<file path="src/rtl/sgdmac_desc_fetch.sv">
// Scatter-gather descriptor fetcher: walks a linked list of 16-byte descriptors,
// reads each one as a 4-beat burst and hands one transfer command at a time to the data mover.
module sgdmac_desc_fetch #(
  parameter int DESC_WORDS = 4
) (
  input  logic        clk,
  input  logic        rst,
  input  logic [31:0] start_addr_i,
  input  logic        start_i,
  output logic        done_o,
  output logic        err_o,
  output logic        arvalid_o,
  output logic [31:0] araddr_o,
  output logic [3:0]  arlen_o,
  input  logic        arready_i,
  input  logic        rvalid_i,
  input  logic [31:0] rdata_i,
  input  logic [1:0]  rresp_i,
  input  logic        rlast_i,
  output logic        rready_o,
  output logic        cmd_valid_o,
  output logic [31:0] cmd_src_o,
  output logic [31:0] cmd_dst_o,
  output logic [15:0] cmd_len_o,
  input  logic        cmd_ready_i,
  input  logic        cmd_done_i,
  output logic [2:0]  state_dbg_o
);

  // All channels use valid/ready: a transfer happens on a rising clk edge where both are 1;
  // the sender holds valid and its payload stable until that edge.

  typedef enum logic [2:0] {
    IDLE      = 3'd0,
    FETCH_AR  = 3'd1,
    FETCH_R   = 3'd2,
    ISSUE     = 3'd3,
    WAIT_DONE = 3'd4
  } state_t;

  localparam logic [1:0] LAST_BEAT = 2'(DESC_WORDS - 1);

  state_t      state_q, state_d;
  logic [31:0] ptr_q, ptr_d;
  logic [1:0]  beat_q, beat_d;
  logic [31:0] src_q, src_d;
  logic [31:0] dst_q, dst_d;
  logic [15:0] len_q, len_d;
  logic [27:0] nxt_q, nxt_d;
  logic        last_q, last_d;
  logic        err_q, err_d;
  logic        arvalid_q, arvalid_d;
  logic        rready_q, rready_d;
  logic        cmd_valid_q, cmd_valid_d;
  logic        beat_err;

  always_comb begin
    state_d  = state_q;
    ptr_d    = ptr_q;
    beat_d   = beat_q;
    src_d    = src_q;
    dst_d    = dst_q;
    len_d    = len_q;
    nxt_d    = nxt_q;
    last_d   = last_q;
    err_d    = err_q;
    beat_err = 1'b0;

    unique case (state_q)
      IDLE: begin
        if (start_i) begin
          ptr_d   = {start_addr_i[31:4], 4'h0};
          err_d   = 1'b0;
          beat_d  = 2'd0;
          state_d = FETCH_AR;
        end
      end
      FETCH_AR: begin
        if (arready_i) begin
          beat_d  = 2'd0;
          state_d = FETCH_R;
        end
      end
      FETCH_R: begin
        if (rvalid_i && rready_q) begin
          unique case (beat_q)
            2'd0: src_d = rdata_i;
            2'd1: dst_d = rdata_i;
            2'd2: len_d = rdata_i[15:0];
            2'd3: begin
              nxt_d  = rdata_i[31:4];
              last_d = rdata_i[0];
            end
          endcase
          // rlast must line up with the fourth beat exactly
          beat_err = (rresp_i != 2'b00) ||
                     ((beat_q == LAST_BEAT) ? !rlast_i : rlast_i);
          err_d  = err_q | beat_err;
          beat_d = beat_q + 2'd1;
          if (beat_q == LAST_BEAT) begin
            if (err_q || beat_err) begin
              state_d = IDLE;
            end else if (len_q != 16'd0) begin
              state_d = ISSUE;
            end else if (rdata_i[0]) begin
              state_d = IDLE;
            end else begin
              ptr_d   = {rdata_i[31:4], 4'h0};
              state_d = FETCH_AR;
            end
          end
        end
      end
      ISSUE: begin
        if (cmd_ready_i) begin
          state_d = WAIT_DONE;
        end
      end
      WAIT_DONE: begin
        if (cmd_done_i) begin
          if (last_q) begin
            state_d = IDLE;
          end else begin
            ptr_d   = {nxt_q, 4'h0};
            state_d = FETCH_AR;
          end
        end
      end
      default: state_d = IDLE;
    endcase

    arvalid_d   = (state_d == FETCH_AR);
    rready_d    = (state_d == FETCH_R);
    cmd_valid_d = (state_d == ISSUE);
  end

  always_ff @(posedge clk or posedge rst) begin
    if (rst) begin
      state_q     <= IDLE;
      ptr_q       <= 32'h0;
      beat_q      <= 2'd0;
      src_q       <= 32'h0;
      dst_q       <= 32'h0;
      len_q       <= 16'h0;
      nxt_q       <= 28'h0;
      last_q      <= 1'b0;
      err_q       <= 1'b0;
      arvalid_q   <= 1'b0;
      rready_q    <= 1'b0;
      cmd_valid_q <= 1'b0;
    end else begin
      state_q     <= state_d;
      ptr_q       <= ptr_d;
      beat_q      <= beat_d;
      src_q       <= src_d;
      dst_q       <= dst_d;
      len_q       <= len_d;
      nxt_q       <= nxt_d;
      last_q      <= last_d;
      err_q       <= err_d;
      arvalid_q   <= arvalid_d;
      rready_q    <= rready_d;
      cmd_valid_q <= cmd_valid_d;
    end
  end

  assign done_o      = (state_q == IDLE);
  assign err_o       = err_q;
  assign arvalid_o   = arvalid_q;
  assign araddr_o    = ptr_q;
  assign arlen_o     = 4'(DESC_WORDS - 1);
  assign rready_o    = rready_q;
  assign cmd_valid_o = cmd_valid_q;
  assign cmd_src_o   = src_q;
  assign cmd_dst_o   = dst_q;
  assign cmd_len_o   = len_q;
  assign state_dbg_o = state_q;

endmodule

</file>
<file path="config.mk">
export PLATFORM = sky130hd
export DESIGN_NAME = sgdmac_desc_fetch
export DESIGN_NICKNAME = d
export VERILOG_FILES = /design/src/rtl/sgdmac_desc_fetch.sv
export SDC_FILE = /design/constraint.sdc
export NUM_CORES = 1
export LEC_CHECK = 0
export BUFFER_PORTS_ARGS = -buffer_cell sky130_fd_sc_hd__buf_2
export CAP_MARGIN = 20
export CORE_MARGIN = 8
export CORE_UTILIZATION = 55
export DETAILED_ROUTE_END_ITERATION = 6
export MAX_ROUTING_LAYER = met4
export PLACE_DENSITY = 0.85
export REMOVE_ABC_BUFFERS = 1
export SYNTH_ARGS = -nofsm -noshare
export SYNTH_HDL_FRONTEND = slang
export SYNTH_SLANG_ARGS = --single-unit
</file>
<file path="constraint.sdc">
create_clock -name clk -period 7.4 [get_ports clk]
set_input_delay 0.74 -clock clk [delete_from_list [all_inputs] [get_ports clk]]
set_output_delay 0.74 -clock clk [all_outputs]
set_load 0.02 [all_outputs]
</file>
==> metrics.md, run 1 <==
| Metric | Value |
|---|---|
| Run status | completed |
| Critical path, cell by cell | nor3b_4 -> buf_4 -> and3_1 -> nand2_2 -> mux2_2 |
| Synth Area in XOR/XNOR | 0.001377 |
| Most numerous cell in the Yosys netlist | dfrtp_1 |
| Cell Count, Final, Fillers Out | 810 |
| Worst Path Max Fanout | 33 |
| Buf/Inv on CP | 1 |
| Hold WC Path Type | in2async |
| Initial core utilization | 0.5593 |
| Family with the most delay on the worst path | simple AND/OR/NAND/NOR gates |
| Yosys Warn Count | 0 |
| TritonRoute pass-1 iters | 4 |
| Die Area | 0.01526 mm2 |
| Pleak | 4.390 nW |
| WL met1 | 6512 um |
| Max-cap viol count | 0 |
| Clk_lat worst skew | 420 ps |
| Die X | 123.5 um |
| Post-Synth Adder-Cell Area | 0.007871 |
| Remaining Overflow, GRT | 0 |
| Cts hold-fix bufs | 0 |
| Final Skew | 7.694 ps |
| Yosys reg bits | 146 |
| FILL cells | 796 |
| Tmin final | 2912 ps |
| Setup TNS | 0 ps |
| Clock Pin Slew Worst Setup and Hold Paths | 60 ps |
| CTS max path bufs | 2 |
| Detailed-route wire length per cell | 20.35 um |
| CP max stage cell | dfrtp_1 |
| Gpl congestion | 0.7896 |
| Nets | 732 |
| Clock sinks | 146 |
| Post-Route WL | 16480 um |
| Synth Area in Compound Gates | 0.08264 |
| Initial antenna violation count | 0 |
| Max-slew headroom | 0.3941 |
| Synthesized area | 0.006359 mm2 |
| Postcts setup bufs | 0 |
| Crit. End Element | flop |
| RSZ-0062 raised after global routing | false |
| Synth Instances | 469 |
| Max Slew Vio Count | 0 |
| Via/cell ratio | 5.560 |
| Antenna-violating nets left | 0 |
| Overall Power | 0.003075 W |
| I/O pins | 198 |
| Num CTS Buffers | 17 |
| First-pass GRT wire length | 25560 um |
| Post-Route Utilization | 0.7032 |
| Simple-gate area share of the yosys netlist | 0.03680 |
| Core box area | 0.01137 mm2 |
| Tot GR Track Use | 0.2261 |
| Top area cells in the synthesized netlist | dfrtp_1 (57%), mux2_2 (18%), mux2i_1 (4.7%) |
| EDFF count, synth | 0 |
| Residual DRC count | 0 |
| Top cell type's share of synthesized area | 0.5746 |
| Synth cell types | 43 |
| Asr flop ratio synth | 1.000 |
| Post-cts resize count | 0 |
| TritonCTS clock tree | yes |
| Sequential element share of the synthesized area | 0.5746 |
| Final setup fails | 0 |
| Top FF cell, synth | dfrtp_1 |
| Via count of the routed design | 4504 |
| Critical path startpoint category | flop |
| Crit path required time | 7700 ps |
| Rows | 39 |
| Worst slew pin tran | 905.7 ps |
| Area leader, netlist | dfrtp_1 |
| Ant diodes | 0 |
| Largest net degree at the start of global routing | 83 |
| Highest routed layer | met4 |
| First DRT Iteration DRCs | 323 |
| WL met2 | 8705 um |
| Met3 wire len | 1010 um |
| Critical Path Max Stage Delay | 600 ps |
| # placed instances | 777 |
| DP HPWL | 11390 um |
| Mux contribution to synthesized area | 0.2420 |
| Vias in the first global route | 4932 |
| Period utilization | 0.3935 |
| Commonest cells in the synthesized netlist | dfrtp_1 (146), mux2_2 (100), inv_1 (32), a21oi_1 (30), mux2i_1 (30) |
| Avg Cell Area, Syn | 13.56 um2 |
| RR Startpoint | state_dbg_o[1] |
| Layout cells sized above 1 | 0.5022 |
| P per Cell Area | 384.6 mW/mm2 |
| H-Tree Depth | 4 |
| WP data arrival | 3210 ps |
| Port bufs | 185 |
| Main combinational cell family by area after synthesis | multiplexers |
| Area Growth Syn to Fin | 25.74% |
| Max VDD drop | 0.2733 mV |
| Setup crit start | state_dbg_o[1] |
| Final hold violation count | 0 |
| Highest clock rate | 0.3434 GHz |
| Kind of critical path | reg2reg |
| DIE HEIGHT | 123.5 um |
| Root buffer cell | clkbuf_16 |
power by group:
group	leakage (nW)	switching, W	internal (W)
Combinational	2.15	0.000649	0.000413
Clock	0.304	0.000321	0.000580
Sequential	1.94	0.000121	0.000991
per-layer routing:
metal  up-vias  global-route usage
li1       2031                   -
met1      2294              0.2608
met2       154              0.3772
met3        25             0.05708
met4         0             0.07901
met5         -                   -
cells in the final DEF (no fill, tap or decap), types with 2 or more instances in the layout:
master	count
mux2_1	10
clkbuf_1	3
o22a_1	2
buf_2	185
clkbuf_16	17
nand2_1	6
o22ai_1	2
nand3_1	5
a21oi_1	30
mux2i_1	30
inv_1	31
a22oi_1	2
a311o_1	2
nand2b_1	3
conb_1	8
buf_4	7
mux2_2	100
nand2_2	3
bufinv_16	4
clkinv_2	4
nor2b_1	2
ha_1	4
a22o_1	29
clkbuf_8	2
nor2_1	4
nor4_2	3
dfrtp_1	146
cells by family (layout without fill, tap and decap cells):
family	Yosys count	after routing
compound gates	74	74
xor+xnor	1	1
fa+ha+maj	4	4
buf+inv	65	257
flops	146	146
mux	140	140
other cells	2	8
simple gates	37	37
final timing paths:
kind                            endpoint  slack, ps  depth (start not counted)
setup / recovery           cmd_dst_o[27]       4490                          5
hold / removal              cmd_len_o[6]        390                          2
setup reg to reg           cmd_dst_o[27]       4490                          5
hold reg to reg                 nxt_q[6]        490                          1
max in group asynchronous  cmd_src_o[24]       5960                          4
min in group clk                nxt_q[6]        490                          1
area by class of cell:
| class | instances | area [um2] | share of cell area |
|---|---|---|---|
| Timing Repair Buffer | 193 | 1006 | 0.1258 |
| Clock inverter | 10 | 156.4 | 0.01956 |
| Inverter | 32 | 125.1 | 0.01565 |
| Clock buffer | 22 | 464.2 | 0.05806 |
| Multi-Input combinational cell | 264 | 2411 | 0.3016 |
| Sequential cell | 146 | 3654 | 0.4570 |
| Tap cell | 143 | 178.9 | 0.02238 |
sequential cells by signal, summed over array words and instances, names as in the netlist:
| name | count |
|---|---|
| cmd_src_o | 32 |
| beat_q | 2 |
| nxt_q | 28 |
| araddr_o | 28 |
| rready_o | 1 |
| cmd_valid_o | 1 |
| state_dbg_o | 3 |
| cmd_dst_o | 32 |
| err_o | 1 |
| last_q | 1 |
| cmd_len_o | 16 |
| arvalid_o | 1 |
metrics by stage:
stage               hold slack (ps)  instance area, um2  setup slack [ps]
finish                        390.7                7995              4488
global route                  428.7                7995              4297
CTS                           411.2                7968              4503
detailed placement            481.8                7347              4517
global placement              474.7                7347              4597
floorplan                     465.2                6161              1185
Power figures use the tool's default switching activity.
==> run 2: changes to the inputs <==
--- a/config.mk
+++ b/config.mk
@@ -5,13 +5,14 @@
 export SDC_FILE = /design/constraint.sdc
 export NUM_CORES = 1
 export LEC_CHECK = 0
+export ABC_AREA = 1
 export BUFFER_PORTS_ARGS = -buffer_cell sky130_fd_sc_hd__buf_2
 export CAP_MARGIN = 20
 export CORE_MARGIN = 8
-export CORE_UTILIZATION = 55
+export CORE_UTILIZATION = 51
 export DETAILED_ROUTE_END_ITERATION = 6
 export MAX_ROUTING_LAYER = met4
-export PLACE_DENSITY = 0.85
+export PLACE_DENSITY = 0.8
 export REMOVE_ABC_BUFFERS = 1
 export SYNTH_ARGS = -nofsm -noshare
 export SYNTH_HDL_FRONTEND = slang
==> constraint.sdc (replaced) <==
create_clock -name clk -period 2.73 [get_ports clk]
set_input_delay 0.273 -clock clk [delete_from_list [all_inputs] [get_ports clk]]
set_output_delay 0.273 -clock clk [all_outputs]
set_load 0.02 [all_outputs]
==> run 2 against run 1 <==
  * Highest routed layer unchanged
  * Critical endpoint is now cmd_dst_o[8]
  * Flip-flop and latch count unchanged
  * Global-route usage down 0.41 points
  * Combinational power rose to 3.1 times the previous value
  * Hold slack worse by 320 ps
  * Final area down 0.95%
  * Sequential share of layout area up 0.44 points
  * Critical path depth up 1
==> metrics.md, run 2 <==
| Metric | Value |
|---|---|
| Clock Pin Slew Worst Setup and Hold Paths | 60 ps |
| Nets | 968 |
| Num CTS Buffers | 17 |
| Synthesized area | 0.006367 mm2 |
| Period utilization | 0.8162 |
| Crit. End Element | flop |
| Top FF cell, synth | dfrtp_1 |
| First-pass GRT wire length | 27590 um |
| Rows | 41 |
| Most common cell after layout, fill and taps aside | buf_2 |
| Synth cell types | 27 |
| Gate power share | 0.385 |
| P_sw | 0.003384 W |
| Clk_lat worst skew | 420 ps |
| TritonRoute pass-1 iters | 4 |
| Max VDD drop | 0.5014 mV |
| Final Skew | 8.323 ps |
| Detailed-route wire length per cell | 16.06 um |
| I/O pins | 198 |
| Max Slew Vio Count | 0 |
| Asr flop ratio synth | 1.000 |
| Max-slew headroom | 0.5275 |
| Crit path required time | 3000 ps |
| Via/cell ratio | 5.171 |
| Final hold violation count | 0 |
| Remaining Overflow, GRT | 0 |
| Critical path startpoint category | flop |
| Worst Path Max Fanout | 64 |
| Worst Hold Depth | 2 |
| First DRT Iteration DRCs | 330 |
| Port bufs | 185 |
| DP HPWL | 11880 um |
| Root buffer cell | clkbuf_16 |
| Core box area | 0.01241 mm2 |
| Residual DRC count | 0 |
| RSZ-0062 raised after global routing | false |
| Hold WC Path Type | in2reg |
| Synth Instances | 715 |
| Initial antenna violation count | 1 |
| Tot GR Track Use | 0.2220 |
| Cell Count, Final, Fillers Out | 1074 |
| Sequential group share of total power | 0.360 |
| Pint | 0.005110 W |
| Final setup fails | 0 |
| DIE HEIGHT | 127.7 um |
| Clock network power share | 0.255 |
| Tmin final | 2228 ps |
| # placed instances | 1042 |
| Top area cells in the synthesized netlist | dfrtp_1 (57%), nand2_1 (8.7%), nand3_1 (4.9%) |
| Clock sinks | 146 |
| Post-Route WL | 17250 um |
| Kind of critical path | reg2reg |
| Initial core utilization | 0.5129 |
| Largest net degree at the start of global routing | 69 |
| Worst slew pin tran | 708.8 ps |
| Antenna-violating nets left | 0 |
| Sequential element share of the synthesized area | 0.5738 |
| Setup TNS | 0 ps |
| FF-to-FF path depth | 6 |
| Gpl congestion | 0.8633 |
| Commonest cells in the synthesized netlist | nand2_1 (148), dfrtp_1 (146), inv_1 (78), nor2_1 (65), nand3_1 (62) |
| Die X | 127.7 um |
| Post-cts resize count | 0 |
| Yosys reg bits | 146 |
| Via count of the routed design | 5554 |
| WP data arrival | 2500 ps |
| Vias in the first global route | 5577 |
| Area leader, netlist | dfrtp_1 |
| Most frequent cells in the layout | buf_2 (185), nand2_1 (148), dfrtp_1 (146) |
| Die Area | 0.01632 mm2 |
| Overall Power | 0.008493 W |
| EDFF count, synth | 0 |
| Yosys Warn Count | 0 |
| Most numerous cell in the Yosys netlist | nand2_1 |
| TritonCTS clock tree | yes |
| Pleak | 4.351 nW |
| CTS max path bufs | 2 |
| Postcts setup bufs | 0 |
| Max-cap viol count | 0 |
| H-Tree Depth | 4 |
| FILL cells | 1069 |
| Highest clock rate | 0.4488 GHz |
| Sw Share | 0.3984 |
| Layout cells sized above 1 | 0.2664 |
| Area Growth Syn to Fin | 24.37% |
| P per Cell Area | 1073 mW/mm2 |
| Top cell type's share of synthesized area | 0.5738 |
| Cts hold-fix bufs | 1 |
| Run status | completed |
| Avg Cell Area, Syn | 8.905 um2 |
-- run 2: cell types whose count changed after synthesis, moves of 10 or more --
cell / delta
nand2_1: +140
mux2i_1: -30
o211ai_1: +28
nand3_1: +57
mux2_2: -100
a22o_1: -29
mux2_1: -10
o22ai_1: +27
nor2_1: +60
a21oi_1: +20
inv_1: +46
o21ai_0: +31
-- run 2: path summary, 6_finish.rpt --
check	slack [ps]	from	to
worst max-delay path	500	state_dbg_o[2]	cmd_dst_o[8]
worst min-delay path	70	cmd_done_i	state_dbg_o[2]
worst max register to register	500	state_dbg_o[2]	cmd_dst_o[8]
worst min register to register	470	araddr_o[19]	araddr_o[19]
max in group asynchronous	1510	rst	nxt_q[11]
min in group asynchronous	430	rst	cmd_len_o[4]
-- run 2: critical path, cell delays in order, from the launching register on --
cell and delay [ps]:
dfrtp_1 450, nor2_2 200, nand2_4 70, inv_4 320
nand3_4 640, nand2_1 250, o21ai_0 110
-- run 2: logic make-up after synthesis --
logic type / share of synthesized area
compound gates: 0.1334
fa+ha+maj: 0.007860
buf+inv: 0.09452
flops: 0.5738
other cells: 0.001179
simple gates: 0.1892
-- run 2: cell type report --
class | count | area, um2 | area share
Sequential cell | 146 | 3654 | 0.4614
Timing Repair Buffer | 199 | 1046 | 0.1321
Clock buffer | 25 | 495.5 | 0.06257
Multi-Input combinational cell | 445 | 2142 | 0.2705
Tap cell | 172 | 215.2 | 0.02718
Inverter | 81 | 311.5 | 0.03934
Antenna cell | 1 | 2.502 | 0.0003160
Clock inverter | 5 | 52.55 | 0.006636
-- run 2: routing by layer --
layer  vias to the layer above  share of wire  track usage
li1                       2668              -            -
met1                      2672           0.43       0.2736
met2                       190           0.49       0.3457
met3                        24          0.073      0.05408
met4                         0          0.016      0.09091
met5                         -              0            -
-- run 2: through the flow --
| stage | instance area [um2] | setup slack (ps) | utilization | hold WS (ps) |
|---|---|---|---|---|
| after floorplan | 6095 | -1466 | - | 373.7 |
| after global placement | 7358 | 584.6 | 0.5927 | 326.5 |
| after detailed placement | 7358 | 474.2 | 0.5927 | 330.3 |
| after CTS | 7916 | 491.2 | 0.6377 | 43.16 |
| after global routing | 7919 | 247.9 | 0.6379 | 66.97 |
| final | 7919 | 501.6 | 0.6379 | 68.43 |
-- run 2: power groups by stage --
stage                     combinational [W]  sequential, W  clock, W
after detailed placement            0.00330        0.00308         0
after global routing                0.00361        0.00313   0.00228
after global placement              0.00323        0.00307         0
after floorplan                     0.00141        0.00378         0
final                               0.00327        0.00306   0.00217
after CTS                           0.00331        0.00305   0.00220
==> run 3: changes to the inputs <==
--- a/config.mk
+++ b/config.mk
@@ -5,7 +5,7 @@
 export SDC_FILE = /design/constraint.sdc
 export NUM_CORES = 1
 export LEC_CHECK = 0
-export ABC_AREA = 1
+export ABC_AREA = 0
 export BUFFER_PORTS_ARGS = -buffer_cell sky130_fd_sc_hd__buf_2
 export CAP_MARGIN = 20
 export CORE_MARGIN = 8
==> constraint.sdc (replaced) <==
create_clock -name clk -period 2.3 [get_ports clk]
set_input_delay 0.23 -clock clk [delete_from_list [all_inputs] [get_ports clk]]
set_output_delay 0.23 -clock clk [all_outputs]
set_load 0.02 [all_outputs]
==> run 3 against run 2 <==
  * Register-to-register slack worse by 350 ps
  * Fmax up 3.6%
  * Routed wire length down 5.4%
  * Final cell count down 21%
  * Worst setup slack worse by 350 ps
  * Die area down 0.12%
  * Largest power group unchanged
  * Combinational power up 8.0%
==> metrics.md, run 3 (same netlist as run 1, synthesis figures left out) <==
| Metric | Value |
|---|---|
| Run status | completed |
| Hold Worst Slack | 38.86 ps |
| Max Slew Vio Count | 0 |
| Final hold violation count | 0 |
| Max-cap viol count | 0 |
| DP HPWL | 12040 um |
| Vias in the first global route | 4964 |
| Initial antenna violation count | 1 |
| Kind of critical path | reg2reg |
| Hold Crit Start | start_i |
| Nets | 742 |
| Hold WC Path Type | in2reg |
| Overall Power | 0.01001 W |
| I/O pins | 198 |
| DIE HEIGHT | 127.7 um |
| Remaining Overflow, GRT | 0 |
| Via/cell ratio | 5.364 |
| P per Cell Area | 1231 mW/mm2 |
| RSZ-0062 raised after global routing | false |
| CTS max path bufs | 2 |
| WP data arrival | 2490 ps |
| Setup TNS | 0 ps |
| Max-slew headroom | 0.4694 |
| Crit path required time | 2640 ps |
| Area Growth Syn to Fin | 27.78% |
| Worst slew pin tran | 795.1 ps |
| First DRT Iteration DRCs | 224 |
| RR Startpoint | cmd_len_o[3] |
| Max VDD drop | 0.6264 mV |
| Tmin final | 2152 ps |
| Post-Route WL | 16320 um |
| Largest net degree at the start of global routing | 51 |
| Highest clock rate | 0.4647 GHz |
| Root buffer cell | clkbuf_16 |
| Residual DRC count | 0 |
| Tot GR Track Use | 0.2145 |
| Clock Pin Slew Worst Setup and Hold Paths | 60 ps |
| Pleak | 4.443 nW |
| # placed instances | 812 |
| Final setup fails | 0 |
| Cell Count, Final, Fillers Out | 845 |
| Critical path, cell by cell | nor4_2 -> nand4_1 -> a2111oi_2 -> buf_12 -> mux2i_1 |
| Core box area | 0.01211 mm2 |
| Final Skew | 6.427 ps |
| Setup crit start | cmd_len_o[3] |
| Gpl congestion | 0.8425 |
| Critical Path Max Stage Delay | 510 ps |
| Clk_lat worst skew | 420 ps |
| Die Area | 0.01630 mm2 |
| Initial core utilization | 0.5250 |
| CP max stage cell | a2111oi_2 |
| Port bufs | 185 |
| Antenna-violating nets left | 0 |
| Critical path startpoint category | flop |
| Rows | 40 |
| TritonCTS clock tree | yes |
| H-Tree Depth | 4 |
| Via count of the routed design | 4533 |
| Num CTS Buffers | 17 |
| First-pass GRT wire length | 26210 um |
| Layout cells sized above 1 | 0.5059 |
| Most frequent cells in the layout | buf_2 (185), dfrtp_1 (146), mux2_2 (100) |
| Clock sinks | 146 |
| Most common cell after layout, fill and taps aside | buf_2 |
| Crit. End Element | flop |
| Die X | 127.7 um |
| Worst Path Max Fanout | 28 |
| TritonRoute pass-1 iters | 4 |
| Detailed-route wire length per cell | 19.32 um |
| Period utilization | 0.9356 |
run 3: cell types whose count changed in the layout (fill, tap and decap cells not counted), sizes merged, moves of 20 or more:
| cell | change |
|---|---|
| mux2i | +30 |
| o21ai | -38 |
| nand3 | -58 |
| inv | -49 |
| nor2 | -65 |
| nand2 | -142 |
| o211ai | -28 |
| o22ai | -27 |
| a22o | +29 |
| a21oi | -20 |
| mux2 | +110 |
run 3: power by group:
group          switching (W)  total (W)  internal (W)
Clock                0.00102    0.00296       0.00194
Sequential          0.000323    0.00351       0.00319
Combinational        0.00215    0.00353       0.00138
run 3: critical path, delay by kind of cell, from the launching register on:
family / cells / cell delay, ps
buffers and inverters: 1 / 300
AND/OR/NAND/NOR: 2 / 610
flip-flops: 1 / 400
multiplexers: 1 / 230
AO/OA/AOI/OAI: 1 / 510
run 3: path summary, 6_finish.rpt:
path                            slack [ps]           end  cells past startpoint
worst max-delay path                   150  araddr_o[18]                      5
worst min-delay path                    40         err_o                      2
worst max register to register         150  araddr_o[18]                      5
worst min register to register         500      nxt_q[5]                      1
max in group asynchronous             1200         err_o                      4
min in group asynchronous              370   araddr_o[4]                      3
run 3: layout make-up:
| class | instances | area [um2] |
|---|---|---|
| fill | 941 | 3986 |
| sequential | 146 | 3654 |
| multi-input combinational | 264 | 2412 |
| timing repair buffer | 203 | 1089 |
| clock buffer | 21 | 450.4 |
| tap | 168 | 210.2 |
| clock inverter | 10 | 182.7 |
| inverter | 32 | 125.1 |
| antenna | 1 | 2.502 |
run 3: per-layer routing:
| metal | part of all wire | wire [um] | vias up | GRT usage |
|---|---|---|---|---|
| li1 | - | - | 2054 | - |
| met1 | 0.40 | 6498 | 2287 | 0.2354 |
| met2 | 0.52 | 8504 | 164 | 0.3594 |
| met3 | 0.060 | 978 | 28 | 0.05990 |
| met4 | 0.021 | 340 | 0 | 0.09510 |
| met5 | 0 | 0 | - | - |
run 3: repair_timing:
item / 4_1_cts / 5_1_grt
setup endpoints to repair: 0 / 4
gates resized for setup: 0 / 1
setup buffers: 0 / 0
hold buffers: 1 / 0
endpoints found under the hold margin: 42 / 0
run 3: through the flow:
stage	area [um2]	utilization	setup slack (ps)
after floorplan	6161	-	-3870
after global placement	7473	0.6170	213.7
after detailed placement	7473	0.6170	129.7
after CTS	8117	0.6701	112.4
after global routing	8125	0.6709	68.91
final	8125	0.6709	148.2
